## config.mk

```make
export PLATFORM = sky130hd
export DESIGN_NAME = pc_gen_flat
export DESIGN_NICKNAME = d
export VERILOG_FILES = /design/src/rtl/pc_gen_if.sv /design/src/rtl/pc_gen.sv /design/src/flat_wrapper.sv
export SDC_FILE = /design/constraint.sdc
export NUM_CORES = 1
export LEC_CHECK = 0
export ABC_CLOCK_PERIOD_IN_PS = 2200
export BUFFER_PORTS_ARGS = -buffer_cell sky130_fd_sc_hd__buf_4
export CAP_MARGIN = 20
export CORE_ASPECT_RATIO = 0.5
export CORE_MARGIN = 5
export CORE_UTILIZATION = 25
export CTS_CLUSTER_SIZE = 8
export DETAILED_ROUTE_END_ITERATION = 12
export MAX_ROUTING_LAYER = met4
export SLEW_MARGIN = 10
export SYNTH_ARGS = -nofsm -noshare
export SYNTH_HDL_FRONTEND = slang
export SYNTH_SLANG_ARGS = --single-unit
```

## constraint.sdc

```tcl
create_clock -name clk -period 2.2 [get_ports clk]
set_input_delay 0.11 -clock clk [delete_from_list [all_inputs] [get_ports clk]]
set_output_delay 0.11 -clock clk [all_outputs]
set_load 0.01 [all_outputs]
```

## src/rtl/pc_gen_if.sv

```systemverilog
// Fetch-side bundle of the program-counter generator: PC offer handshake,
// redirect/trap sources and halt/resume control.
interface pc_gen_if #(
   parameter int ADDR_WIDTH = 32
);
   logic                  if_ready;
   logic                  redirect_req;
   logic [ADDR_WIDTH-1:0] redirect_pc;
   logic                  trap_req;
   logic [ADDR_WIDTH-1:0] trap_vec;
   logic                  halt_req;
   logic                  resume_req;
   logic [ADDR_WIDTH-1:0] pc_current;
   logic                  pc_valid;
   logic [ADDR_WIDTH-1:0] pc_next;
   logic                  misalign_err;
   logic                  halted;

   modport master (
      input  if_ready, redirect_req, redirect_pc, trap_req, trap_vec, halt_req, resume_req,
      output pc_current, pc_valid, pc_next, misalign_err, halted
   );

   modport slave (
      output if_ready, redirect_req, redirect_pc, trap_req, trap_vec, halt_req, resume_req,
      input  pc_current, pc_valid, pc_next, misalign_err, halted
   );
endinterface

```

## src/rtl/pc_gen.sv

```systemverilog
// Program-counter generator: holds the fetch PC, offers it over valid/ready and
// picks the next PC by priority trap > redirect > sequential step > hold.
module pc_gen #(
   parameter int                    ADDR_WIDTH   = 32,
   parameter logic [ADDR_WIDTH-1:0] RESET_VECTOR = '0,
   parameter int                    STEP         = 4,
   parameter int                    ALIGN_BITS   = 2
) (
   input  logic      clk,
   input  logic      rst,
   pc_gen_if.master  bus
);

   typedef enum logic [1:0] {BOOT, RUN, HALT} state_t;

   localparam logic [ADDR_WIDTH-1:0] STEP_W     = ADDR_WIDTH'(STEP);
   localparam logic [ADDR_WIDTH-1:0] ALIGN_MASK = ADDR_WIDTH'((64'd1 << ALIGN_BITS) - 64'd1);

   state_t                state_q;
   state_t                state_d;
   logic [ADDR_WIDTH-1:0] pc_q;
   logic [ADDR_WIDTH-1:0] pc_d;
   logic                  valid_q;
   logic                  halted_q;
   logic                  err_q;
   logic                  err_d;
   logic                  misaligned;

   assign misaligned = |(bus.redirect_pc & ALIGN_MASK);

   always_ff @(posedge clk) begin
      if (rst) begin
         state_q  <= BOOT;
         pc_q     <= RESET_VECTOR;
         valid_q  <= 1'b0;
         halted_q <= 1'b0;
         err_q    <= 1'b0;
      end else begin
         state_q  <= state_d;
         pc_q     <= pc_d;
         valid_q  <= (state_d == RUN);
         halted_q <= (state_d == HALT);
         err_q    <= err_d;
      end
   end

   // A trap wakes the core from HALT unless halt is asserted alongside it.
   always_comb begin
      state_d = state_q;
      case (state_q)
         BOOT:    state_d = RUN;
         RUN:     if (bus.halt_req) state_d = HALT;
         HALT:    if ((bus.trap_req || bus.resume_req) && !bus.halt_req) state_d = RUN;
         default: state_d = BOOT;
      endcase
   end

   // A misaligned redirect falls back to the trap vector and flags the error.
   always_comb begin
      pc_d  = pc_q;
      err_d = 1'b0;
      if (state_q != BOOT) begin
         if (bus.trap_req) begin
            pc_d = bus.trap_vec;
         end else if (bus.redirect_req) begin
            if (misaligned) begin
               pc_d  = bus.trap_vec;
               err_d = 1'b1;
            end else begin
               pc_d = bus.redirect_pc;
            end
         end else if (state_q == RUN && valid_q && bus.if_ready) begin
            pc_d = pc_q + STEP_W;
         end
      end
   end

   assign bus.pc_current   = pc_q;
   assign bus.pc_valid     = valid_q;
   assign bus.pc_next      = pc_d;
   assign bus.misalign_err = err_q;
   assign bus.halted       = halted_q;

endmodule

```

## src/flat_wrapper.sv

```systemverilog
// flat-port wrapper written by rule: the top's interface ports become plain ports
module pc_gen_flat 
#(
   parameter int                    ADDR_WIDTH   = 32,
   parameter logic [ADDR_WIDTH-1:0] RESET_VECTOR = '0,
   parameter int                    STEP         = 4,
   parameter int                    ALIGN_BITS   = 2
)
  (clk, rst, bus_if_ready, bus_redirect_req, bus_redirect_pc, bus_trap_req, bus_trap_vec, bus_halt_req, bus_resume_req, bus_pc_current, bus_pc_valid, bus_pc_next, bus_misalign_err, bus_halted);
  pc_gen_if #(.ADDR_WIDTH(ADDR_WIDTH)) bus_i ();
  input  logic clk;
  input  logic rst;
  input wire logic [$bits(bus_i.if_ready)-1:0] bus_if_ready;
  input wire logic [$bits(bus_i.redirect_req)-1:0] bus_redirect_req;
  input wire logic [$bits(bus_i.redirect_pc)-1:0] bus_redirect_pc;
  input wire logic [$bits(bus_i.trap_req)-1:0] bus_trap_req;
  input wire logic [$bits(bus_i.trap_vec)-1:0] bus_trap_vec;
  input wire logic [$bits(bus_i.halt_req)-1:0] bus_halt_req;
  input wire logic [$bits(bus_i.resume_req)-1:0] bus_resume_req;
  output wire logic [$bits(bus_i.pc_current)-1:0] bus_pc_current;
  output wire logic [$bits(bus_i.pc_valid)-1:0] bus_pc_valid;
  output wire logic [$bits(bus_i.pc_next)-1:0] bus_pc_next;
  output wire logic [$bits(bus_i.misalign_err)-1:0] bus_misalign_err;
  output wire logic [$bits(bus_i.halted)-1:0] bus_halted;
  assign bus_i.if_ready = bus_if_ready;
  assign bus_i.redirect_req = bus_redirect_req;
  assign bus_i.redirect_pc = bus_redirect_pc;
  assign bus_i.trap_req = bus_trap_req;
  assign bus_i.trap_vec = bus_trap_vec;
  assign bus_i.halt_req = bus_halt_req;
  assign bus_i.resume_req = bus_resume_req;
  assign bus_pc_current = bus_i.pc_current;
  assign bus_pc_valid = bus_i.pc_valid;
  assign bus_pc_next = bus_i.pc_next;
  assign bus_misalign_err = bus_i.misalign_err;
  assign bus_halted = bus_i.halted;
  pc_gen #(.ADDR_WIDTH(ADDR_WIDTH), .RESET_VECTOR(RESET_VECTOR), .STEP(STEP), .ALIGN_BITS(ALIGN_BITS)) u_core (.clk(clk), .rst(rst), .bus(bus_i));
endmodule
```

# Word level (Yosys, flattened, before mapping)

Cells that the tools add are included.

Bits in registers: 37
Input bits: 71
Logic and storage cells: 30

Add/subtract/negate cells: 1
Equal/unequal tests: 4
Multiplexer cells: 9
Bitwise gates (word level): 2
Reduce and logical (&&, ||, !) cells: 9

Operators with widths:

| cell                    | number |
|---|---|
| $mux W32                | 5 |
| $add A32 B3 Y32 const B | 1 |
| $pmux W2 S3             | 1 |
| $eq A2 B1 Y1 const B    | 2 |
| $eq A2 B2 Y1 const B    | 2 |
| $mux W2                 | 2 |
| $reduce_or A4 Y1        | 1 |
| $logic_and A1 B1 Y1     | 3 |
| $logic_not A2 Y1        | 1 |
| $not A1 Y1              | 2 |
| $reduce_bool A2 Y1      | 1 |
| $reduce_or A2 Y1        | 1 |
| $logic_not A1 Y1        | 1 |
| $logic_or A1 B1 Y1      | 1 |
| $mux W1                 | 1 |

# Depth between registers and ports, before layout

Depth after elaboration: 7
Depth in mapped cells: 8
Gate-level depth less buffers: 6

# Worst setup path before layout

No wires, ideal clock.

Kind: register -> output
Start point: register u_core.pc_q[2] (netlist: u_core.bus.pc_current[2])
End point: output bus_pc_next[28]
Data arrival time: 2.119 ns
Data required time: 2.090 ns
Setup slack: -0.029 ns
Stages on the path, launching flop included: 7
Path through: dfxtp_1 -> ha_1 -> nand2_1 -> or4_4 -> nor4_4 -> mux2_2 -> nand2_1

Cells in the longest elaborated chain, start to end: 5

Ends and longest elaborated chain:

| item                     | line               | source |
|---|---|---|
| start: declaration       | pc_gen.sv:21       | `logic [ADDR_WIDTH-1:0] pc_q;` |
| start signal: assignment | pc_gen.sv:40       | `pc_q <= pc_d;` |
| $add A32 B3 Y32          | pc_gen.sv:73       | `pc_d = pc_q + STEP_W;` |
| $mux W32                 | pc_gen.sv:72       | `end else if (state_q == RUN && valid_q && bus.if_ready) begin` |
| $mux W32                 | pc_gen.sv:65       | `end else if (bus.redirect_req) begin` |
| $mux W32                 | pc_gen.sv:63       | `if (bus.trap_req) begin` |
| $mux W32                 | pc_gen.sv:62       | `if (state_q != BOOT) begin` |
| end: declaration         | flat_wrapper.sv:22 | `output wire logic [$bits(bus_i.pc_next)-1:0] bus_pc_next;` |

Every way passes these cells.

# Worst setup path after layout

Start point: register u_core.pc_q[6] (netlist: u_core.bus.pc_current[6])
End point: output bus_pc_next[23]

The elaborated chain is that of the path after synthesis.

==> run summary <==
Synth unique cells = 70
CTS Buf Count = 5
Placed inst area = 4700 um^2
Worst-Margin Slew = 621 ps
Outcome = complete, but fails checks
Max VDD drop = 0.000234 V
Synthesis-to-finish area growth = 73.7%
Max-cap violation count = 0
WHS = 143 ps
Setup ws final = -179 ps
Crit start category = flip-flop
Die W = 170 um
First-pass GRT wire length = 24.2 mm
Core Box Area = 12600 um^2
Syn. warnings = 0
Clock skew = 8.09 ps
CTS tree = done
Placed Cells = 770
I/O pin cnt = 138
Global route overflow = 0
Crit Path Max Fanout = 7
Avg WL per Cell = 19.9 um
Worst Path Required = 2090 ps
PD cells = 494 nW/um^2
WP data arrival = 2270 ps
Setup TNS = -1580 ps
Critical Path Max Stage Delay = 530 ps
Initial antenna violation count = 0
Setup violations, final = 20
Vias in the first global route = 4332
Worst min path class = in -> reg
Mapped Cells = 447
Layout cell share with drive strength beyond 1 = 48.2%
DR DRC count = 0
WL final = 16.0 mm
RSZ-0062 raised after global routing = yes
Clock Path Buffers = 2
Diodes inserted = 0
CTS H-tree lvls = 2
Crit-path leading delay family = simple AND/OR/NAND/NOR gates
Metal-1 WL = 6.82 mm
Leak Pwr = 2.38 nW
#FFs+latches synth = 37
Clock-pin slew on the worst setup and hold paths = 60 ps
Cts hold-fix bufs = 0
Root buf cell = clkbuf_16
Cell area after synthesis = 3210 um^2
Routed vias = 4632
Final Non-Filler Cells = 805
Routability cong. = 0.918
CP Class = reg -> out
CP endpoint kind = output port
Avg Cell Area, Syn = 7.17 um^2
Dpl ws = 19.7 ps
Final HPWL DP = 11.3 mm
Clk sink count = 37
Drt first pass iters = 6
DR top layer = met4
Fin area = 5570 um^2
CP max stage cell = or4_4
Total GRT Usage = 19.8%
CP bufs+invs = 3
Max Fclk = 0.420 GHz
Final min period = 2380 ps
WL met3 = 1.13 mm
Vias per cell = 5.75
Die ar. = 15300 um^2
Max-slew violations = 0
Fin crit share = 108%
Largest net degree at the start of global routing = 40
Num rows = 29
Final Hold Fails = 0
Slew HR = 58.5%
Initial DRC count = 429
PnR Total Power = 2.75 mW
Failing checks = negative setup slack
Synth Flop Type = dfxtp_1
I/O Buffers = 137
Final #Nets = 706
Crit-path most repeated cell = buf_6
Die height = 90.1 um
Met2 wire len = 7.78 mm
Cell Chain, Critical Path = nand4_1 -> or4_4 -> buf_6 -> buf_6 -> nor3_4 -> nor3b_4 -> nor3_2 -> buf_4
Starting density of the core = 25.4%
# fillers = 1264
Post-synth EDFFs = 0
Syn Nets = 519
Detail Route Antenna Nets = 0
Worst-Skew Late Latency = 290 ps
Core Util, Final = 44.1%
Share of synthesized registers carrying an async set or reset = 0%
Sequential-to-total area share from yosys stat = 23.1%
[flip-flops by register name, indices dropped and copies added, names as in the netlist]
signal / cells
u_core.bus.misalign_err: 1
u_core.bus.halted: 1
u_core.bus.pc_valid: 1
u_core.state_q: 2
u_core.bus.pc_current: 32
[cells in the mapped netlist (4+ instances only)]
library cell | count | area share [%]
a211oi_1 | 7 | 1.6
a21oi_1 | 22 | 3.4
a22o_1 | 7 | 1.9
a22oi_1 | 10 | 2.3
a2bb2oi_1 | 4 | 1.1
a311oi_1 | 4 | 1.1
a31oi_1 | 11 | 2.1
and3_1 | 5 | 0.98
clkbuf_1 | 33 | 3.9
dfxtp_1 | 37 | 23
inv_1 | 7 | 0.82
nand2_1 | 39 | 4.6
nand3_1 | 20 | 3.1
nand4_1 | 14 | 2.7
nor2_1 | 41 | 4.8
nor2b_1 | 13 | 2.5
nor3_1 | 16 | 2.5
nor4_1 | 9 | 1.8
nor4b_1 | 6 | 1.6
o211ai_1 | 8 | 1.9
o21a_1 | 7 | 1.6
o21ai_0 | 30 | 4.7
o22a_1 | 4 | 1.1
o22ai_1 | 13 | 2.5
o2bb2ai_1 | 4 | 1.1
or3_1 | 4 | 0.78
or4_1 | 5 | 1.2
[cell families after synthesis]
family | after synthesis | share of synthesized area (%)
flip-flops | 37 | 23.1
buffers and inverters | 46 | 5.82
adder cells (fa/ha/maj) | 1 | 0.390
AND/OR/NAND/NOR | 200 | 34.9
multiplexers | 4 | 1.29
AO/OA/AOI/OAI | 158 | 34.2
XOR/XNOR | 1 | 0.273
[final cells by class]
cell class | instances | area, um^2 | area share [%]
flip-flops and latches | 37 | 768 | 13.8
well taps | 170 | 213 | 3.82
clock buffers | 6 | 129 | 2.31
multi-input cells | 364 | 2650 | 47.6
clock inverters | 2 | 10.0 | 0.180
repair buffers | 219 | 1770 | 31.9
inverters | 7 | 26.3 | 0.472
[metal layers]
metal | GRT usage [%] | vias to the layer above
met5 | - | -
met3 | 2.89 | 40
li1 | - | 2127
met4 | 3.99 | 0
met1 | 26.9 | 2241
met2 | 31.6 | 224
[final timing paths]
check        cells after the start  slack, ps                         to                 startpoint
min reg2reg                      2        560  u_core.bus.pc_current[31]  u_core.bus.pc_current[31]
min                              3        140          u_core.state_q[0]               bus_halt_req
max                              8       -180            bus_pc_next[23]   u_core.bus.pc_current[6]
max reg2reg                      9        120  u_core.bus.pc_current[30]   u_core.bus.pc_current[2]
[worst register-to-register path: cells and delay by family (launching register included)]
kind	cells	cell delay, ps
AO/OA/AOI/OAI	1	140
adder cells (fa/ha/maj)	1	150
buffers and inverters	3	420
flip-flops	1	350
AND/OR/NAND/NOR	4	940
[layout by cell type (no fill, tap or decap), types with 4 or more instances in the layout]
cell       synthesis  layout
buf_4              1     195
nand2_1           39      36
nor2_1            41      36
o21ai_0           30      23
dfxtp_1           37      21
a21oi_1           22      20
buf_6              1      20
nand3_1           20      17
nand4_1           14      14
nor2b_1           13      13
dfxtp_2            0      13
o22ai_1           13      12
a31oi_1           11      11
nor3_1            16      10
a22oi_1           10      10
o211ai_1           8       8
inv_1              7       7
a22o_1             7       7
o21a_1             7       7
or4_4              2       6
clkbuf_16          0       6
nor4_4             2       5
nor4b_1            6       5
or3_1              4       4
and3_1             5       4
a2bb2oi_1          4       4
nor3_2             1       4
o22a_1             4       4
nor4_1             9       4
[repair_timing]
| item | in CTS | in global routing |
|---|---|---|
| resized for setup | 46 | 72 |
| cloned | 0 | 1 |
| endpoints found under the hold margin | 0 | 0 |
| endpoints found under the setup margin | 21 | 25 |
| pin swaps | 18 | 30 |
| buffers inserted | 12 | 15 |
[power by group]
part | total, mW | switching [mW] | internal, mW
clock network | 0.728 | 0.310 | 0.417
logic | 1.21 | 0.620 | 0.591
registers | 0.810 | 0.0706 | 0.740
No activity file was read; power rests on OpenSTA's default activity.
